### config.mk
export PLATFORM = sky130hd
export DESIGN_NAME = debounce_bank
export DESIGN_NICKNAME = d
export VERILOG_FILES = /design/src/rtl/debounce_pkg.sv /design/src/rtl/debounce_channel.sv /design/src/rtl/debounce_bank.sv
export SDC_FILE = /design/constraint.sdc
export NUM_CORES = 1
export LEC_CHECK = 0
export CAP_MARGIN = 20
export CORE_UTILIZATION = 51
export DETAILED_ROUTE_END_ITERATION = 8
export GPL_TIMING_DRIVEN = 0
export PLACE_DENSITY = 0.71
export RECOVER_POWER = 25
export SETUP_SLACK_MARGIN = 0.15
export SYNTH_ARGS = -nofsm -noshare
export SYNTH_HDL_FRONTEND = slang
export SYNTH_SLANG_ARGS = --single-unit
### constraint.sdc
create_clock -name clock -period 4.63 [get_ports clock]
set_input_delay 1.389 -clock clock [delete_from_list [all_inputs] [get_ports clock]]
set_output_delay 1.389 -clock clock [all_outputs]
set_load 0.01 [all_outputs]
### src/rtl/debounce_pkg.sv
// Shared definitions for the debounce bank.
//   db_state_t : per-channel debounce FSM states
//   clog2      : constant function sizing the stable and repeat counters
package debounce_pkg;

  typedef enum logic [1:0] {
    RELEASED        = 2'd0,
    PRESS_PENDING   = 2'd1,
    HELD            = 2'd2,
    RELEASE_PENDING = 2'd3
  } db_state_t;

  function automatic int unsigned clog2(input int unsigned value);
    longint unsigned v;
    int unsigned     r;
    v = 64'd1;
    r = 0;
    while (v < 64'(value)) begin
      v = v << 1;
      r = r + 1;
    end
    return r;
  endfunction

endpackage

### src/rtl/debounce_channel.sv
// One debounced input channel: synchronizer, stable-count FSM and optional
// auto-repeat generator.
// Ports:
//   clock, reset    : rising-edge clock, asynchronous active-high reset
//   raw_in          : asynchronous contact input
//   level           : registered debounced state, 1 = pressed
//   press_pulse     : registered one-cycle pulse on accepted press
//   release_pulse   : registered one-cycle pulse on accepted release
//   repeat_pulse    : registered one-cycle auto-repeat pulse
//   press_next      : next-cycle value of press_pulse, lets the parent register
//                     an aggregate that lines up with press_pulse
module debounce_channel
  import debounce_pkg::*;
#(
  parameter int unsigned STABLE_CYCLES = 30000000,
  parameter int unsigned SYNC_STAGES   = 2,
  parameter int unsigned ACTIVE_LOW    = 0,
  parameter int unsigned REPEAT_EN     = 0,
  parameter int unsigned REPEAT_DELAY  = 15000000,
  parameter int unsigned REPEAT_RATE   = 5000000
) (
  input  logic clock,
  input  logic reset,
  input  logic raw_in,
  output logic level,
  output logic press_pulse,
  output logic release_pulse,
  output logic repeat_pulse,
  output logic press_next
);

  localparam int unsigned CW   = clog2(STABLE_CYCLES + 1);
  localparam int unsigned RMAX = (REPEAT_DELAY > REPEAT_RATE) ? REPEAT_DELAY : REPEAT_RATE;
  localparam int unsigned RW   = clog2(RMAX + 1);

  localparam logic [CW-1:0] CNT_LAST   = CW'(STABLE_CYCLES - 1);
  localparam logic [RW-1:0] DELAY_LAST = RW'(REPEAT_DELAY - 1);
  localparam logic [RW-1:0] RATE_LAST  = RW'(REPEAT_RATE - 1);
  localparam logic          IDLE_RAW   = (ACTIVE_LOW != 0);

  logic [SYNC_STAGES-1:0] sync_q;
  logic                   s;

  db_state_t     state_q, state_d;
  logic [CW-1:0] cnt_q, cnt_d;
  logic [RW-1:0] rpt_cnt_q, rpt_cnt_d;
  logic          rpt_first_q, rpt_first_d;
  logic          level_d, press_d, release_d, repeat_d;
  logic          cnt_hit, rpt_hit;

  // Synchronizer resets to the idle raw level so reset never looks like a press.
  always_ff @(posedge clock or posedge reset) begin
    if (reset) begin
      sync_q <= {SYNC_STAGES{IDLE_RAW}};
    end else begin
      sync_q <= {sync_q[SYNC_STAGES-2:0], raw_in};
    end
  end

  assign s       = sync_q[SYNC_STAGES-1] ^ IDLE_RAW;
  assign cnt_hit = (cnt_q == CNT_LAST);
  assign rpt_hit = rpt_first_q ? (rpt_cnt_q == DELAY_LAST) : (rpt_cnt_q == RATE_LAST);

  always_ff @(posedge clock or posedge reset) begin
    if (reset) begin
      state_q       <= RELEASED;
      cnt_q         <= '0;
      rpt_cnt_q     <= '0;
      rpt_first_q   <= 1'b1;
      level         <= 1'b0;
      press_pulse   <= 1'b0;
      release_pulse <= 1'b0;
      repeat_pulse  <= 1'b0;
    end else begin
      state_q       <= state_d;
      cnt_q         <= cnt_d;
      rpt_cnt_q     <= rpt_cnt_d;
      rpt_first_q   <= rpt_first_d;
      level         <= level_d;
      press_pulse   <= press_d;
      release_pulse <= release_d;
      repeat_pulse  <= repeat_d;
    end
  end

  // The stable counter clears by default; it only advances while s disagrees
  // with the accepted level, and acceptance happens instead of reaching
  // STABLE_CYCLES, so it cannot wrap.
  always_comb begin
    state_d     = state_q;
    cnt_d       = '0;
    rpt_cnt_d   = rpt_cnt_q;
    rpt_first_d = rpt_first_q;
    level_d     = level;
    press_d     = 1'b0;
    release_d   = 1'b0;
    repeat_d    = 1'b0;

    case (state_q)
      RELEASED, PRESS_PENDING: begin
        rpt_cnt_d   = '0;
        rpt_first_d = 1'b1;
        if (s) begin
          if (cnt_hit) begin
            state_d = HELD;
            level_d = 1'b1;
            press_d = 1'b1;
          end else begin
            state_d = PRESS_PENDING;
            cnt_d   = cnt_q + CW'(1);
          end
        end else begin
          state_d = RELEASED;
        end
      end

      HELD, RELEASE_PENDING: begin
        if (!s) begin
          rpt_cnt_d   = '0;
          rpt_first_d = 1'b1;
          if (cnt_hit) begin
            state_d   = RELEASED;
            level_d   = 1'b0;
            release_d = 1'b1;
          end else begin
            state_d = RELEASE_PENDING;
            cnt_d   = cnt_q + CW'(1);
          end
        end else begin
          state_d = HELD;
          // Repeat timing runs only while s agrees with a pressed level, so a
          // repeat can never land on the press or release pulse cycle.
          if (REPEAT_EN != 0) begin
            if (rpt_hit) begin
              repeat_d    = 1'b1;
              rpt_cnt_d   = '0;
              rpt_first_d = 1'b0;
            end else begin
              rpt_cnt_d = rpt_cnt_q + RW'(1);
            end
          end
        end
      end
    endcase
  end

  assign press_next = press_d;

endmodule

### src/rtl/debounce_bank.sv
// Bank of independent debounced inputs with optional auto-repeat.
// Ports:
//   clock, reset  : rising-edge clock, asynchronous active-high reset
//   raw_in        : CHANNELS asynchronous button/contact inputs
//   level         : debounced state per channel, 1 = pressed
//   press_pulse   : one-cycle pulse per channel on accepted press
//   release_pulse : one-cycle pulse per channel on accepted release
//   repeat_pulse  : one-cycle auto-repeat pulse per channel (0 if REPEAT_EN=0)
//   any_press     : OR of press_pulse, registered to align with press_pulse
module debounce_bank #(
  parameter int unsigned CHANNELS      = 4,
  parameter int unsigned STABLE_CYCLES = 30000000,
  parameter int unsigned SYNC_STAGES   = 2,
  parameter int unsigned ACTIVE_LOW    = 0,
  parameter int unsigned REPEAT_EN     = 0,
  parameter int unsigned REPEAT_DELAY  = 15000000,
  parameter int unsigned REPEAT_RATE   = 5000000
) (
  input  logic                clock,
  input  logic                reset,
  input  logic [CHANNELS-1:0] raw_in,
  output logic [CHANNELS-1:0] level,
  output logic [CHANNELS-1:0] press_pulse,
  output logic [CHANNELS-1:0] release_pulse,
  output logic [CHANNELS-1:0] repeat_pulse,
  output logic                any_press
);

  logic [CHANNELS-1:0] press_next;

  for (genvar i = 0; i < CHANNELS; i++) begin : g_chan
    debounce_channel #(
      .STABLE_CYCLES (STABLE_CYCLES),
      .SYNC_STAGES   (SYNC_STAGES),
      .ACTIVE_LOW    (ACTIVE_LOW),
      .REPEAT_EN     (REPEAT_EN),
      .REPEAT_DELAY  (REPEAT_DELAY),
      .REPEAT_RATE   (REPEAT_RATE)
    ) u_chan (
      .clock         (clock),
      .reset         (reset),
      .raw_in        (raw_in[i]),
      .level         (level[i]),
      .press_pulse   (press_pulse[i]),
      .release_pulse (release_pulse[i]),
      .repeat_pulse  (repeat_pulse[i]),
      .press_next    (press_next[i])
    );
  end

  // Registered from the channels' next-cycle press values so it asserts in
  // the same cycle as the press_pulse bits it summarises.
  always_ff @(posedge clock or posedge reset) begin
    if (reset) begin
      any_press <= 1'b0;
    end else begin
      any_press <= |press_next;
    end
  end

endmodule

Word-level counts from Yosys, hierarchy flattened
Cells that the tools add are included.
{"block": "op_classes", "n_mux": 76, "reduce_logical": 17, "addsub": 4, "n_eq_ne": 32}
{"cell": "$mux 25", "n": 12}
{"cell": "$pmux 25 s2", "n": 4}
{"cell": "$add 25x1->25 const B", "n": 4}
{"cell": "$eq 25x25->1 const B", "n": 4}
{"cell": "$mux 1", "n": 36}
{"cell": "$mux 2", "n": 16}
{"cell": "$ne 2x1->1 const B", "n": 12}
{"cell": "$eq 2x2->1 const B", "n": 8}
{"cell": "$pmux 2 s2", "n": 4}
{"cell": "$reduce_and 4->1", "n": 4}
{"cell": "$reduce_or 2->1", "n": 8}
{"cell": "$eq 2x1->1 const B", "n": 4}
{"cell": "$logic_not 2->1", "n": 4}
{"cell": "$ne 2x2->1 const B", "n": 4}
{"cell": "$pmux 1 s2", "n": 4}
{"cell": "$reduce_or 4->1", "n": 1}
{"block": "word_totals", "out_inout_bits": 17, "reg_bits": 129, "wordCells": 154, "input_bits": 6}

Logic depth before layout (Yosys ltp)
Gate-level depths: netlist (run 1).
{"block": "logic_depth", "word_depth": 5, "mapped_depth": 6}

Hierarchy
A second synthesis (run 1) with hierarchy kept.
{"block": "hier_totals", "hier_cells": 615, "area_unflattened_um2": 6274.8}
{"module": "debounce_channel at g_chan[0].u_chan ...", "instances": 3, "area_per_inst_um2": 1572.8, "cells_per_inst": 152}
{"module": "debounce_channel at g_chan[3].u_chan", "instances": 1, "area_per_inst_um2": 1520.2, "cells_per_inst": 156}
{"module": "debounce_bank", "instances": 1, "area_per_inst_um2": 36.3, "cells_per_inst": 3}

Worst setup path after synthesis (run 1)
Ideal clock, no wire load.
{"block": "synth_timing", "path_kind": "reg2reg", "from": "reg g_chan[0].u_chan.cnt_q[17]", "to": "reg g_chan[0].u_chan.state_q[1]", "t_arrival_ns": 2.070, "stages_incl_launch_ff": 5, "setup_slack_ns": 2.435, "setup_ns": 0.125, "path_buffers": 0, "path_cell_list": "dfrtp_1 -> or4b_1 -> or4_4 -> or2_1 -> mux2_4"}
{"block": "synth_between", "elab_chain_cells": 4, "word_cells_on_any_way": 6, "cone_classes": "eq/ne (1); mux (5)"}
{"item": "start, declared", "line": "debounce_channel.sv:45", "rtl": "logic [CW-1:0] cnt_q, cnt_d;"}
{"item": "start signal, assigned", "line": "debounce_channel.sv:76", "rtl": "cnt_q <= cnt_d;"}
{"item": "$eq 25x25->1 *", "line": "debounce_channel.sv:61", "rtl": "assign cnt_hit = (cnt_q == CNT_LAST);"}
{"item": "$mux 2, on equally long branches", "line": "debounce_channel.sv:121, debounce_channel.sv:104"}
{"item": "$mux 2, on equally long branches", "line": "debounce_channel.sv:118, debounce_channel.sv:103"}
{"item": "$pmux 2 s2 *", "line": "debounce_channel.sv:99", "rtl": "case (state_q)"}
{"item": "via g_chan[0].u_chan.state_d[1]", "line": "debounce_channel.sv:44", "rtl": "db_state_t state_q, state_d;"}
{"item": "end signal, assigned", "line": "debounce_channel.sv:75", "rtl": "state_q <= state_d;"}
{"item": "end, declared", "line": "debounce_channel.sv:44"}
The timed path passes the listed nets; every way through them passes the cells marked *.
A chain may end at the register's enable or synchronous reset.

Worst setup path in the final report (run 1)
{"block": "layout_timing", "from": "reg g_chan[2].u_chan.level", "to": "out level[2]"}
{"item": "start, declared", "line": "debounce_channel.sv:25", "rtl": "output logic level,"}
{"item": "start signal, assigned", "line": "debounce_channel.sv:79", "rtl": "level <= level_d;"}
{"item": "end, declared", "line": "debounce_bank.sv:22", "rtl": "output logic [CHANNELS-1:0] level,"}
No word-level cell between the ends.

==> impl_metrics.csv, run 1 <==
group,metric,value,unit
synth,netlist.area_leader.share,0.5006,
setup_path,cp_slowest_stage_delay,0.52,ns
flow_run,max_cap_viol_count,0,
sta,fmax,355.9,MHz
synth,synth_seq_area_share,0.5006,
sta,hold-worst-slack,0.3580,ns
clocking,cts_setup_buffers,0,
global_route,grt_pass1_vias,4809,
sta,setup_viol,0,
setup_path,path_cells,"buf_4 > clkdlybuf4s50_1",
pwr,finalPower,2.534,mW
sta,slew_violations,0,
global_route,grt_max_degree,43,
sta,relSlewSlack,0.4721,
drt,drc,0,
drt,drt_wl_total,12810,um
clocking,insertion_delay,0.42,ns
setup_path,cp.arrival,1.42,ns
synth,synth_edf_count,0,
sta,rsz0062_at_grt,"false",
min_path,hold_depth,0,
placed_design,post-place-ws,2.154,ns
global_route,grtUsageTotal,0.2211,
finish,insertedDiodeCount,0,
finish,nNetsFinal,705,
die,rows,40,
finish,instances_no_fill,855,
clocking,post_cts_resized,0,
synth,synth_cell_type_count,48,
drt,wl_per_cell,14.98,um
sta,fin_crit_sh,0.6068,
setup_path,reg2reg_depth,6,
drt,dr.first_iter.drc_count,295,
die,start_util,0.5224,
synth,avgSynthCellArea,9.584,um^2
min_path,hp-start,"g_chan[0].u_chan.sync_q[0]",
setup_path,path_class,"reg -> out",
setup_path,cp-end-kind,"output pin",
die,io_pins,23,
finish,postLayoutCellArea,0.007284,mm^2
sta,setup_slack,1.820,ns
drt,first_pass_iters,5,
synth,synth_area_leaders,"dfrtp_1 50%, xnor2_1 4.3%, a21oi_1 3.9%, nor2_1 3.7%, or4_1 3.5%",
clocking,cts_tree,"done",
clocking,clk_path_buf_depth,2,
synth,yosys_register_bits,125,
drt,postRouteAntennaNets,0,
setup_path,crit_slowest_cell,"clkdlybuf4s50_1",
synth,synthCells,652,
drt,num_vias,4903,
global_route,grt_pass1_wl,22160,um
setup_path,reg2reg_from,"g_chan[3].u_chan.cnt_q[0]",
die,die_y,112.7,um
setup_path,path_buf_inv,2,
sta,tns,0,ns
drt,detail_route.vias_per_cell,5.735,
synth,synth_top_area_cell,"dfrtp_1",
global_route,grt.overflow.total,0,
setup_path,rr_endpoint,"g_chan[3].u_chan.cnt_q[2]",
clocking,cts.clk_slew.worst_paths,0.06,ns
min_path,hold_path_class,"reg -> reg",
clocking,cts-root-buf,"clkbuf_16",
sta,worstMarginPinSlew,0.7875,ns
synth,synth_area,0.006248,mm^2
pwr,power-per-cell-area,347.9,mW/mm^2
setup_path,cp.required,3.24,ns
die,die_area,0.01270,mm^2
sta,fin_crit,2.810,ns
pwr,leakagePower,2.891,nW
setup_path,cp-start-kind,"register",
placed_design,dpl_cell_area,0.006688,mm^2
synth,ys_async_sr_fraction,1.000,
setup_path,path_delay_family,"buffers and inverters",
synth,yosysWarnings,0,
setup_path,rrSetupSlack,2.18,ns
sta,hold_viol,0,
setup_path,crit_fanout,3,
placed_design,gp_congestion,0.8305,
min_path,whs_endpoint,"g_chan[0].u_chan.sync_q[1]",
die,core_area,0.01196,mm^2
finish,fin_util,0.6090,
pwr,peakVddDrop,0.2356,mV
clocking,cts_buffers,17,
finish,syn_to_final_growth,16.58,%
clocking,ctsHoldBuffers,0,
finish,layout-drive-gt1-share,0.1116,
synth,synthTopCellsByCount,"125 x dfrtp_1, 62 x nor2_1, 49 x a21oi_1",
placed_design,portBuffers,18,
die,die-width,112.7,um
status,outcome,"completed",
clocking,htreeDepth,4,
placed_design,dp_cells,823,
placed_design,dpl.hpwl,8818,um
global_route,antenna_found_initial,0,
synth,yosysMostFrequentCell,"dfrtp_1",
sta,clock_skew,0.006205,ns
synth,ys.flop_type,"dfrtp_1",
clocking,cts_sinks,125,
==> logic make-up after synthesis <==
| logic type | Yosys count | share of synthesized area |
|---|---|---|
| AO/OA/AOI/OAI | 111 | 0.1047 |
| XOR/XNOR | 47 | 0.06588 |
| buffers and inverters | 65 | 0.05086 |
| AND/OR/NAND/NOR | 295 | 0.2615 |
| adder cells (fa/ha/maj) | 4 | 0.008010 |
| other | 1 | 0.0006001 |
| multiplexers | 4 | 0.007808 |
| flip-flops | 125 | 0.5006 |
==> state kept, by name, indices dropped and copies added (netlist names) <==
register	count
g_chan.u_chan.release_pulse	4
g_chan.u_chan.press_pulse	4
g_chan.u_chan.sync_q	8
g_chan.u_chan.state_q	4
any_press	1
g_chan.u_chan.level	4
g_chan.u_chan.cnt_q	100
==> worst max path at each step <==
stage                                    from                    endpoint  slack (ns)  cells past startpoint
finish                 g_chan[2].u_chan.level                    level[2]        1.82                      2
global route           g_chan[1].u_chan.level                    level[1]        1.77                      2
CTS                    g_chan[2].u_chan.level                    level[2]        1.79                      2
detailed placement  g_chan[3].u_chan.cnt_q[0]  g_chan[3].u_chan.cnt_q[23]        2.15                      6
global placement                        reset   g_chan[3].u_chan.cnt_q[4]        0.56                      2
floorplan                               reset                   any_press        1.70                      1
==> power by group <==
part           switching, mW  internal [mW]  leakage (nW)  total, mW
registers             0.0118           1.11          1.72       1.12
clock network          0.479          0.866         0.302       1.34
logic                 0.0485         0.0236         0.870     0.0722
total                  0.540           1.99          2.89       2.53
==> per-layer routing <==
| layer | wire length, um | up-vias | track usage | share of wire |
|---|---|---|---|---|
| met3 | 382 | 21 | 0.05410 | 0.030 |
| met4 | 219 | 0 | 0.09956 | 0.017 |
| met5 | 0 | - | 0 | 0 |
| met2 | 6221 | 63 | 0.3605 | 0.49 |
| met1 | 5989 | 2374 | 0.2806 | 0.47 |
| li1 | - | 2445 | - | - |
==> cell usage in the layout (no fill, tap or decap), types with 17 or more instances in the layout <==
cell type | Yosys | routed
inv_1 | 24 | 23
o21ai_0 | 30 | 30
nor2_1 | 62 | 62
o31ai_1 | 21 | 21
or4_1 | 29 | 29
dfrtp_1 | 125 | 125
nand3_1 | 39 | 39
nor4_1 | 18 | 18
or3_1 | 28 | 28
xnor2_1 | 31 | 31
nand2_1 | 37 | 37
a21oi_1 | 49 | 49
nand4_1 | 26 | 26
clkbuf_16 | 0 | 17
==> area by class of cell <==
cell class | instances | area (um^2)
Timing Repair Buffer | 21 | 240.2
Inverter | 24 | 91.34
Sequential cell | 125 | 3128
Clock inverter | 13 | 146.4
Clock buffer | 19 | 452.9
Multi-Input combinational cell | 465 | 2814
Fill cell | 1011 | 4677
Tap cell | 147 | 183.9
Buffer | 41 | 227.7
No activity file was read; power rests on OpenSTA's default activity.
==> inputs of run 2 (changes only) <==
==> constraint.sdc (replaced) <==
create_clock -name clock -period 2.4 [get_ports clock]
set_input_delay 0.72 -clock clock [delete_from_list [all_inputs] [get_ports clock]]
set_output_delay 0.72 -clock clock [all_outputs]
set_load 0.01 [all_outputs]
==> impl_metrics.csv, run 2 (synthesis gave the netlist of run 1 again) <==
group,metric,value,unit
status,outcome,"completed",
setup_path,cp-end-kind,"register",
pwr,netSwitchingPower,1.050,mW
setup_path,crit_fanout,4,
clocking,cts-root-buf,"clkbuf_16",
pwr,power_frac_comb,0.032,
finish,seqCellArea,0.003129,mm^2
pwr,netSwitchingFraction,0.2138,
global_route,antenna_found_initial,0,
pwr,power-per-cell-area,653.9,mW/mm^2
global_route,grt_max_degree,43,
finish,insertedDiodeCount,0,
sta,slew_violations,0,
finish,top_regs,"g_chan.u_chan.cnt_q x100, g_chan.u_chan.sync_q x8",
drt,dr.first_iter.drc_count,287,
finish,postLayoutCellArea,0.007511,mm^2
sta,hold_viol,0,
clocking,cts_tree,"done",
sta,rsz0062_at_grt,"true",
sta,relSlewSlack,0.5026,
drt,wl_per_cell,15.26,um
die,die_area,0.01270,mm^2
pwr,p_int,3.862,mW
die,rows,40,
sta,hold-worst-slack,0.3581,ns
setup_path,cp-start-kind,"register",
min_path,hold_path_class,"reg -> reg",
pwr,peakVddDrop,0.4857,mV
sta,fmax,452.3,MHz
clocking,cts.clk_slew.worst_paths,0.05,ns
die,core_area,0.01196,mm^2
finish,layout-drive-gt1-share,0.1563,
sta,fin_crit,2.211,ns
clocking,insertion_delay,0.42,ns
setup_path,path_class,"reg -> reg",
finish,fin_util,0.6279,
pwr,clkPwrFrac,0.528,
pwr,power_frac_seq,0.439,
drt,first_pass_iters,5,
finish,final_common_cell,"dfrtp_1",
die,start_util,0.5224,
sta,worstMarginPinSlew,0.7461,ns
pwr,leakagePower,2.990,nW
die,die-width,112.7,um
setup_path,cp.arrival,2.52,ns
die,io_pins,23,
clocking,htreeDepth,4,
drt,drc,0,
placed_design,dpl.hpwl,8818,um
drt,detail_route.vias_per_cell,5.741,
clocking,cts_buffers,17,
finish,mostFrequentLayoutCells,"124 x dfrtp_1, 62 x nor2_1, 48 x a21oi_1",
global_route,grt.overflow.total,0,
drt,postRouteAntennaNets,0,
clocking,clk_path_buf_depth,2,
placed_design,dpl_cell_area,0.006688,mm^2
die,die_y,112.7,um
global_route,grt_pass1_vias,4882,
drt,drt_wl_total,13270,um
global_route,grt_pass1_wl,22590,um
sta,fin_crit_sh,0.9213,
finish,largest_register,"g_chan.u_chan.cnt_q",
global_route,grtUsageTotal,0.2252,
finish,multi_input_area,0.002913,mm^2
sta,clock_skew,0.005358,ns
sta,setup_slack,0.1889,ns
placed_design,post-place-ws,-0.07558,ns
finish,largest_reg_flops,100,
flow_run,max_cap_viol_count,0,
placed_design,gp_congestion,0.8305,
setup_path,cp.required,2.71,ns
finish,nNetsFinal,720,
placed_design,portBuffers,18,
finish,syn_to_final_growth,20.20,%
finish,fillers,983,
drt,num_vias,4995,
sta,setup_viol,0,
clocking,cts_sinks,125,
==> run 2: cell count changes in the layout (fill, tap and decap cells not counted), moves of 4 or more <==
cell / before / now
clkbuf_1: 14 / 10
ha_1: 4 / 0
or4_1: 29 / 25
buf_2: 9 / 2
or4_4: 2 / 6
buf_4: 16 / 37
clkbuf_2: 2 / 6
==> run 2: layer usage <==
layer / up-vias / part of all wire / track usage
met2: 80 / 0.49 / 0.3667
met4: 0 / 0.018 / 0.1022
met1: 2424 / 0.46 / 0.2867
met5: - / 0 / 0
met3: 23 / 0.032 / 0.05410
li1: 2468 / - / -
==> run 2: layout make-up <==
class / instances / share of cell area
clock inverters: 13 / 0.01949
inverters: 24 / 0.01216
flip-flops and latches: 125 / 0.4166
clock buffers: 19 / 0.06030
repair buffers: 36 / 0.04498
well taps: 147 / 0.02449
plain buffers: 41 / 0.03415
multi-input cells: 465 / 0.3878
==> run 2: power groups by stage <==
| stage | Clock [mW] | Combinational (mW) | Sequential (mW) |
|---|---|---|---|
| after global routing | 2.74 | 0.184 | 2.16 |
| after global placement | 0 | 0.131 | 2.19 |
| final | 2.59 | 0.160 | 2.16 |
| after floorplan | 0 | 0.0950 | 2.19 |
| after detailed placement | 0 | 0.146 | 2.19 |
| after CTS | 2.64 | 0.159 | 2.15 |
==> run 2: through the flow <==
step	power [mW]	instances	setup TNS [ns]
finish	4.912	870	0
detailed placement	2.338	823	-1.087
floorplan	2.281	655	0
CTS	4.950	862	0
global placement	2.323	820	-124.80
global route	5.082	870	0
==> run 2: worst paths after layout <==
check / from / to / slack (ns) / depth (start not counted)
worst min-delay path: g_chan[0].u_chan.sync_q[0] / g_chan[0].u_chan.sync_q[1] / 0.36 / 0
min in group asynchronous: reset / g_chan[0].u_chan.cnt_q[19] / 0.83 / 2
max in group asynchronous: reset / g_chan[1].u_chan.release_pulse / 0.43 / 3
worst min register to register: g_chan[0].u_chan.sync_q[0] / g_chan[0].u_chan.sync_q[1] / 0.36 / 0
worst max register to register: g_chan[0].u_chan.cnt_q[7] / g_chan[0].u_chan.state_q[1] / 0.19 / 4
worst max-delay path: g_chan[0].u_chan.cnt_q[7] / g_chan[0].u_chan.state_q[1] / 0.19 / 4
==> run 2: critical path, cell delays in order (launching register included) <==
cell and delay, ns:
dfrtp_1 0.40, or4b_4 0.54, or4_4 0.59, or2_4 0.27, mux2_4 0.29
==> run 2: what timing repair did <==
item,in CTS,in global routing
pin swaps,5,9
setup buffers,7,8
endpoints found under the setup margin,85,62
resized for setup,17,21
hold buffers,0,0
